`src/rtl/ex_mc_pkg.sv`:
```
`default_nettype none
// ============================================================================
// ex_mc_pkg : op/sel codes, divider state encoding and handshake constants
// Revision  : 1.0 - initial release
// ============================================================================
package ex_mc_pkg;

  // Result classes
  localparam logic [2:0] EXE_RES_NOP   = 3'b000;
  localparam logic [2:0] EXE_RES_LOGIC = 3'b001;
  localparam logic [2:0] EXE_RES_SHIFT = 3'b010;
  localparam logic [2:0] EXE_RES_MOVE  = 3'b011;
  localparam logic [2:0] EXE_RES_ARITH = 3'b100;

  // Operation codes
  localparam logic [7:0] EXE_AND_OP   = 8'b0010_0100;
  localparam logic [7:0] EXE_OR_OP    = 8'b0010_0101;
  localparam logic [7:0] EXE_XOR_OP   = 8'b0010_0110;
  localparam logic [7:0] EXE_NOR_OP   = 8'b0010_0111;
  localparam logic [7:0] EXE_SLL_OP   = 8'b0111_1100;
  localparam logic [7:0] EXE_SRL_OP   = 8'b0000_0010;
  localparam logic [7:0] EXE_SRA_OP   = 8'b0000_0011;
  localparam logic [7:0] EXE_SLT_OP   = 8'b0010_1010;
  localparam logic [7:0] EXE_SLTU_OP  = 8'b0010_1011;
  localparam logic [7:0] EXE_ADDU_OP  = 8'b0010_0001;
  localparam logic [7:0] EXE_SUBU_OP  = 8'b0010_0011;
  localparam logic [7:0] EXE_MULT_OP  = 8'b0001_1000;
  localparam logic [7:0] EXE_MULTU_OP = 8'b0001_1001;
  localparam logic [7:0] EXE_DIV_OP   = 8'b0001_1010;
  localparam logic [7:0] EXE_DIVU_OP  = 8'b0001_1011;

  typedef enum logic [1:0] {
    DIV_IDLE = 2'd0,
    DIV_BUSY = 2'd1,
    DIV_DONE = 2'd2
  } div_state_e;

  localparam logic DIV_START            = 1'b1;
  localparam logic DIV_STOP             = 1'b0;
  localparam logic DIV_RESULT_READY     = 1'b1;
  localparam logic DIV_RESULT_NOT_READY = 1'b0;

  function automatic logic is_div_op(input logic [7:0] op);
    return (op == EXE_DIV_OP) || (op == EXE_DIVU_OP);
  endfunction

endpackage
`default_nettype wire

```
`src/rtl/ex_mc_div_iter.sv`:
```
`default_nettype none
// ============================================================================
// div_iter : iterative restoring signed/unsigned divider, one bit per cycle
// Revision : 1.0 - initial release
// ============================================================================
module div_iter import ex_mc_pkg::*; #(
  parameter int DATA_W = 32,
  parameter int CNT_W  = $clog2(DATA_W)
) (
  input  logic              clk,
  input  logic              rst,
  input  logic              start_i,
  input  logic              signed_i,
  input  logic [DATA_W-1:0] a_i,
  input  logic [DATA_W-1:0] b_i,
  input  logic              abort_i,
  output logic              busy_o,
  output logic              done_o,
  output logic [DATA_W-1:0] quot_o,
  output logic [DATA_W-1:0] rem_o
);

  div_state_e        state_q, state_d;
  logic [CNT_W-1:0]  cnt_q, cnt_d;
  logic [DATA_W-1:0] quot_q, quot_d;
  logic [DATA_W-1:0] rem_q, rem_d;
  logic [DATA_W-1:0] dvsr_q, dvsr_d;
  logic              neg_quot_q, neg_quot_d;
  logic              neg_rem_q, neg_rem_d;

  logic [DATA_W-1:0] w_mag_a, w_mag_b, w_quot_next, w_rem_next;
  logic [DATA_W:0]   w_rem_shift, w_diff;

  assign w_mag_a = (signed_i && a_i[DATA_W-1]) ? -a_i : a_i;
  assign w_mag_b = (signed_i && b_i[DATA_W-1]) ? -b_i : b_i;

  // quot_q starts as the dividend and shifts quotient bits in from the right
  assign w_rem_shift = {rem_q, quot_q[DATA_W-1]};
  assign w_diff      = w_rem_shift - {1'b0, dvsr_q};
  assign w_quot_next = {quot_q[DATA_W-2:0], ~w_diff[DATA_W]};
  assign w_rem_next  = w_diff[DATA_W] ? w_rem_shift[DATA_W-1:0] : w_diff[DATA_W-1:0];

  always_comb begin
    state_d    = state_q;
    cnt_d      = cnt_q;
    quot_d     = quot_q;
    rem_d      = rem_q;
    dvsr_d     = dvsr_q;
    neg_quot_d = neg_quot_q;
    neg_rem_d  = neg_rem_q;
    if (abort_i) begin
      state_d = DIV_IDLE;
    end else begin
      case (state_q)
        DIV_IDLE: begin
          if (start_i == DIV_START) begin
            if (b_i == '0) begin
              quot_d     = '1;
              rem_d      = a_i;
              neg_quot_d = 1'b0;
              neg_rem_d  = 1'b0;
              state_d    = DIV_DONE;
            end else begin
              quot_d     = w_mag_a;
              rem_d      = '0;
              dvsr_d     = w_mag_b;
              neg_quot_d = signed_i & (a_i[DATA_W-1] ^ b_i[DATA_W-1]);
              neg_rem_d  = signed_i & a_i[DATA_W-1];
              cnt_d      = '0;
              state_d    = DIV_BUSY;
            end
          end
        end
        DIV_BUSY: begin
          quot_d = w_quot_next;
          rem_d  = w_rem_next;
          cnt_d  = cnt_q + 1'b1;
          if (cnt_q == CNT_W'(DATA_W - 1)) begin
            // Signs are applied on the last step so the outputs come straight from flops
            quot_d  = neg_quot_q ? -w_quot_next : w_quot_next;
            rem_d   = neg_rem_q ? -w_rem_next : w_rem_next;
            state_d = DIV_DONE;
          end
        end
        DIV_DONE: state_d = DIV_IDLE;
        default:  state_d = DIV_IDLE;
      endcase
    end
  end

  always_ff @(posedge clk or posedge rst) begin
    if (rst) begin
      state_q    <= DIV_IDLE;
      cnt_q      <= '0;
      quot_q     <= '0;
      rem_q      <= '0;
      dvsr_q     <= '0;
      neg_quot_q <= 1'b0;
      neg_rem_q  <= 1'b0;
    end else begin
      state_q    <= state_d;
      cnt_q      <= cnt_d;
      quot_q     <= quot_d;
      rem_q      <= rem_d;
      dvsr_q     <= dvsr_d;
      neg_quot_q <= neg_quot_d;
      neg_rem_q  <= neg_rem_d;
    end
  end

  assign busy_o = (state_q == DIV_BUSY);
  assign done_o = (state_q == DIV_DONE) ? DIV_RESULT_READY : DIV_RESULT_NOT_READY;
  assign quot_o = quot_q;
  assign rem_o  = rem_q;

endmodule
`default_nettype wire

```
`src/rtl/ex_mc.sv`:
```
`default_nettype none
// ============================================================================
// ex_mc    : execute stage with single-cycle ALU/multiply and iterative divide
// Revision : 1.0 - initial release
// ============================================================================
module ex_mc import ex_mc_pkg::*; #(
  parameter int DATA_W     = 32,
  parameter int REG_ADDR_W = 5,
  parameter int SHAMT_W    = $clog2(DATA_W)
) (
  input  logic                  clk,
  input  logic                  rst,
  input  logic [DATA_W-1:0]     data_a_i,
  input  logic [DATA_W-1:0]     data_b_i,
  input  logic                  we_i,
  input  logic [REG_ADDR_W-1:0] w_reg_addr_i,
  input  logic [2:0]            sel_i,
  input  logic [7:0]            op_i,
  input  logic                  flush_i,
  output logic                  stall_o,
  output logic                  we_o,
  output logic [REG_ADDR_W-1:0] w_reg_addr_o,
  output logic [DATA_W-1:0]     w_data_o,
  output logic                  whilo_o,
  output logic [DATA_W-1:0]     hi_o,
  output logic [DATA_W-1:0]     lo_o
);

  logic [SHAMT_W-1:0]    w_shamt;
  logic [DATA_W-1:0]     w_logic_res, w_shift_res, w_arith_res, w_result;
  logic                  w_div_op, w_div_start, w_mult_op, w_mult_signed;
  logic                  w_dv_busy, w_dv_done;
  logic [DATA_W-1:0]     w_dv_quot, w_dv_rem;
  logic [2*DATA_W-1:0]   w_a_ext, w_b_ext, w_prod;

  assign w_shamt = data_a_i[SHAMT_W-1:0];

  always_comb begin
    w_logic_res = '0;
    case (op_i)
      EXE_OR_OP:  w_logic_res = data_a_i | data_b_i;
      EXE_AND_OP: w_logic_res = data_a_i & data_b_i;
      EXE_XOR_OP: w_logic_res = data_a_i ^ data_b_i;
      EXE_NOR_OP: w_logic_res = ~(data_a_i | data_b_i);
      default:    w_logic_res = '0;
    endcase
  end

  always_comb begin
    w_shift_res = '0;
    case (op_i)
      EXE_SLL_OP: w_shift_res = data_b_i << w_shamt;
      EXE_SRL_OP: w_shift_res = data_b_i >> w_shamt;
      EXE_SRA_OP: w_shift_res = $unsigned($signed(data_b_i) >>> w_shamt);
      default:    w_shift_res = '0;
    endcase
  end

  always_comb begin
    w_arith_res = '0;
    case (op_i)
      EXE_ADDU_OP: w_arith_res = data_a_i + data_b_i;
      EXE_SUBU_OP: w_arith_res = data_a_i - data_b_i;
      EXE_SLT_OP:  w_arith_res = {{(DATA_W-1){1'b0}}, ($signed(data_a_i) < $signed(data_b_i))};
      EXE_SLTU_OP: w_arith_res = {{(DATA_W-1){1'b0}}, (data_a_i < data_b_i)};
      default:     w_arith_res = '0;
    endcase
  end

  always_comb begin
    w_result = '0;
    case (sel_i)
      EXE_RES_LOGIC:            w_result = w_logic_res;
      EXE_RES_SHIFT:            w_result = w_shift_res;
      EXE_RES_ARITH:            w_result = w_arith_res;
      EXE_RES_NOP, EXE_RES_MOVE: w_result = '0;
      default:                  w_result = '0;
    endcase
  end

  // Operands are extended to full product width so one multiplier serves both signednesses
  assign w_mult_op     = (op_i == EXE_MULT_OP) || (op_i == EXE_MULTU_OP);
  assign w_mult_signed = (op_i == EXE_MULT_OP);
  assign w_a_ext = w_mult_signed ? {{DATA_W{data_a_i[DATA_W-1]}}, data_a_i}
                                 : {{DATA_W{1'b0}}, data_a_i};
  assign w_b_ext = w_mult_signed ? {{DATA_W{data_b_i[DATA_W-1]}}, data_b_i}
                                 : {{DATA_W{1'b0}}, data_b_i};
  assign w_prod  = w_a_ext * w_b_ext;

  assign w_div_op    = is_div_op(op_i);
  assign w_div_start = (w_div_op && !w_dv_busy && !w_dv_done) ? DIV_START : DIV_STOP;

  div_iter #(
    .DATA_W (DATA_W)
  ) u_div_iter (
    .clk      (clk),
    .rst      (rst),
    .start_i  (w_div_start),
    .signed_i (op_i == EXE_DIV_OP),
    .a_i      (data_a_i),
    .b_i      (data_b_i),
    .abort_i  (flush_i),
    .busy_o   (w_dv_busy),
    .done_o   (w_dv_done),
    .quot_o   (w_dv_quot),
    .rem_o    (w_dv_rem)
  );

  always_comb begin
    stall_o      = 1'b0;
    we_o         = 1'b0;
    w_reg_addr_o = '0;
    w_data_o     = '0;
    whilo_o      = 1'b0;
    hi_o         = '0;
    lo_o         = '0;
    if (!rst) begin
      we_o         = we_i;
      w_reg_addr_o = w_reg_addr_i;
      w_data_o     = w_result;
      stall_o      = !flush_i && (w_div_start || w_dv_busy);
      if (w_dv_done && !flush_i) begin
        whilo_o = 1'b1;
        hi_o    = w_dv_rem;
        lo_o    = w_dv_quot;
      end else if (w_mult_op) begin
        whilo_o = 1'b1;
        hi_o    = w_prod[2*DATA_W-1:DATA_W];
        lo_o    = w_prod[DATA_W-1:0];
      end
    end
  end

endmodule
`default_nettype wire

```
`config.mk`:
```
export PLATFORM = sky130hd
export DESIGN_NAME = ex_mc
export DESIGN_NICKNAME = d
export VERILOG_FILES = /design/src/rtl/ex_mc_pkg.sv /design/src/rtl/ex_mc_div_iter.sv /design/src/rtl/ex_mc.sv
export SDC_FILE = /design/constraint.sdc
export NUM_CORES = 2
export LEC_CHECK = 0
export ABC_AREA = 1
export CORE_MARGIN = 3
export CORE_UTILIZATION = 55
export DETAILED_ROUTE_END_ITERATION = 16
export PLACE_DENSITY_LB_ADDON = 0.25
export SLEW_MARGIN = 20
export SYNTH_ARGS = -nofsm -noshare
export SYNTH_HDL_FRONTEND = slang
export SYNTH_SLANG_ARGS = --single-unit
```
`constraint.sdc`:
```
create_clock -name clk -period 32.2 [get_ports clk]
set_input_delay 8.05 -clock clk [delete_from_list [all_inputs] [get_ports clk]]
set_output_delay 8.05 -clock clk [all_outputs]
set_load 0.03 [all_outputs]
```
==> impl_metrics.csv <==
group,metric,value,unit
yosys,synth-compound-area-share,10.55,%
run_status,outcome,"finished clean",
yosys,synth_xor_area_share,1.523,%
layout,layout.nets,11188,
floorplan,die_y,358.7,um
timing,period_share,87.84,%
yosys,netlist_area,0.06843,mm^2
yosys,yosysSeqAreaShare,3.840,%
timing,rsz0062_at_grt,"false",
worst_setup_path,startpoint_type,"primary input",
grt,grt_max_degree,98,
timing,final.setup.tns,0,ns
placement,place_congestion,1.128,
worst_setup_path,arrival,20.24,ns
routing,drc,0,
hold_path,hp-start,"u_div_iter.cnt_q[4]",
yosys,synthFlopType,"dfrtp_1",
worst_setup_path,reg2reg_depth,27,
clock_tree,root_buffer,"clkbuf_16",
worst_setup_path,cp_max_fo,47,
clock_tree,cts-buffers-inserted,9,
grt,grt-ovfl-total,0,
routing,wl,295700,um
yosys,ys_types,73,
grt,antenna_found_initial,32,
worst_setup_path,r2r_setup_slack,26.53,ns
yosys,synth_top_area_share,41.60,%
routing,drtIter0Drc,8319,
clock_tree,tritoncts,"yes",
placement,placed_cells_incl_taps,10854,
timing,fmax,0.03535,GHz
hold_path,worstHoldEndpoint,"u_div_iter.cnt_q[4]",
clock_tree,cts_htree_levels,3,
yosys,yosys.area_share.simple,18.12,%
yosys,synth_top_family_by_area,"adder cells",
timing,worst_pin_slew,1.089,ns
yosys,async_reset_ff_share,100.0,%
timing,setup_violations,0,
hold_path,min_path_type,"reg2reg",
worst_setup_path,end_kind,"primary output",
timing,finalHoldViolations,0,
floorplan,die_w,358.7,um
floorplan,num_rows,128,
layout,multi_input_area,0.05478,mm^2
clock_tree,path_clk_slew,0.08,ns
yosys,yosysWarnings,0,
clock_tree,clock_path_buffers,2,
worst_setup_path,r2r_start,"u_div_iter.quot_o[31]",
layout,drive_gt1_share,3.386,%
layout,syn_to_final_growth,4.825,%
floorplan,coreArea,0.1227,mm^2
routing,viasPerCell,5.927,
layout,fill_cells,11741,
worst_setup_path,crit_path_max_incr_delay,0.92,ns
floorplan,initial_core_util,55.78,%
yosys,yosys.area.top_type,"fa_1",
worst_setup_path,worstSetupPathType,"in2out",
yosys,synth-seq-cells,105,
yosys,syn-num-nets,11293,
worst_setup_path,r2r_end,"u_div_iter.quot_o[28]",
placement,port_buffers,187,
timing,fin_skew,0.01335,ns
grt,grt_pass1_vias,65838,
timing,slew_violations,0,
floorplan,io_pins,188,
layout,seqCellArea,0.002628,mm^2
layout,stdcell_count,10890,
clock_tree,cts_sinks,105,
worst_setup_path,critPathRequiredTime,24.15,ns
clock_tree,post_cts_resized,0,
worst_setup_path,crit_path_top_delay_cell,"fa_1",
routing,dr.pass1.iters,9,
grt,grt_pass1_wl,432800,um
yosys,synth_area_leaders,"fa_1 42%, inv_1 14%, nand2_1 11%, ha_1 8.1%, dfrtp_1 3.8%",
timing,period_needed,28.29,ns
routing,ant_nets,0,
yosys,synthMuxAreaShare,0.1170,%
routing,routed-via-count,64545,
clock_tree,post_cts_buffers,0,
yosys,synthCells,9345,
clock_tree,insertion_delay,0.37,ns
yosys,synth_edf_count,0,
yosys,synth_area_per_cell,7.323,um^2
grt,grt_usage,46.33,%
yosys,synth-adder-area-share,49.68,%
flow_run,max_cap_viol_count,0,
placement,dpl.hpwl,240800,um
clock_tree,cts_hold_buf,0,
floorplan,die_area,0.1287,mm^2
routing,drt-wirelength-per-cell,27.15,um
timing,relSlewSlack,27.40,%
hold_path,hold_depth,2,
==> worst max-delay path, delay by kind of cell <==
kind	cells	cell delay, ns
simple gates	14	1.99
fa+ha+maj	11	6.23
compound gates	1	0.18
buf+inv	14	3.70
==> cell usage after synthesis, drive strengths merged (14+ instances only) <==
cell / instances
a211oi: 27
o21bai: 20
buf: 104
nor2: 517
nor4: 16
ha: 442
nand4: 42
nand2: 2049
a21o: 22
a221oi: 25
a22oi: 14
fa: 1422
o21a: 22
xor2: 79
o31ai: 17
a31oi: 41
nand3b: 14
o21ai: 485
nand3: 290
o211ai: 32
clkinv: 15
o22ai: 22
xnor2: 40
nor3: 77
dfrtp: 105
inv: 2493
clkbuf: 318
a21oi: 494
or2: 36
==> area by class of cell <==
cell class	instances	share of cell area, %
Tap cell	1625	2.834
Antenna cell	20	0.06977
Multi-Input combinational cell	6310	76.37
Clock buffer	11	0.3244
Timing Repair Buffer	306	3.516
Inverter	2508	13.13
Clock inverter	5	0.09070
Sequential cell	105	3.663
==> state kept, by name, indices dropped and copies added, names as in the netlist <==
signal	cells
u_div_iter.neg_quot_q	1
u_div_iter.cnt_q	5
u_div_iter.state_q	2
u_div_iter.neg_rem_q	1
u_div_iter.dvsr_q	32
u_div_iter.quot_o	32
u_div_iter.rem_o	32
==> metal layers <==
layer,share of wire [%],up-vias,GRT usage (%)
met2,42,4464,68.12
met4,8.4,14,30.08
li1,-,27513,-
met3,14,1107,15.39
met1,36,31447,58.48
met5,0.033,-,0
==> stage by stage <==
| stage | util (%) | hold WS (ns) | worst slack (ns) | area, um^2 |
|---|---|---|---|---|
| final | 58.47 | 0.4911 | 3.915 | 71730 |
| after global routing | 58.43 | 0.5162 | 3.232 | 71680 |
| after CTS | 58.43 | 0.4931 | 3.971 | 71680 |
| after detailed placement | 58.19 | 0.4736 | 3.979 | 71380 |
| after global placement | 58.19 | 0.4600 | 4.067 | 71380 |
| after floorplan | - | 0.4483 | 6.786 | 68430 |
==> cell families (layout without fill, tap and decap cells) <==
family,after synthesis,in the layout
and+or+nand+nor,3046,3046
AOI/OAI and AO/OA,1273,1273
muxes,8,8
xor gates and xnor gates,119,119
other,0,20
buffers and inverters,2930,2830
DFF,105,105
adders and majority gates,1864,1864
==> cell usage in the layout (no fill, tap or decap), drive strengths merged, types with 14 or more instances in the layout <==
cell and instances:
inv 2494, nand2 2049, fa 1422, nor2 517, a21oi 494, o21ai 485
ha 442, nand3 290, buf 171, clkdlybuf4s50 135, dfrtp 105, xor2 79
nor3 77, nand4 42, a31oi 41, xnor2 40, or2 36, o211ai 32
a211oi 27, a221oi 25, a21o 22, o22ai 22, o21a 22, diode 20
o21bai 20, o31ai 17, clkinv 16, nor4 16, nand3b 14, a22oi 14
==> worst max path at each step <==
stage	from	endpoint	slack [ns]	depth (start not counted)
2_1_floorplan	op_i[2]	hi_o[30]	6.79	36
3_3_place_gp	op_i[6]	hi_o[27]	4.07	34
3_5_place_dp	op_i[6]	hi_o[27]	3.98	34
4_1_cts	op_i[6]	hi_o[27]	3.97	34
5_1_grt	op_i[6]	hi_o[27]	3.23	34
6_report	op_i[6]	hi_o[31]	3.91	40
Power is left out: the tool's default activity adds up to more than one toggle a clock period on the data nets, which glitch-free logic cannot reach.
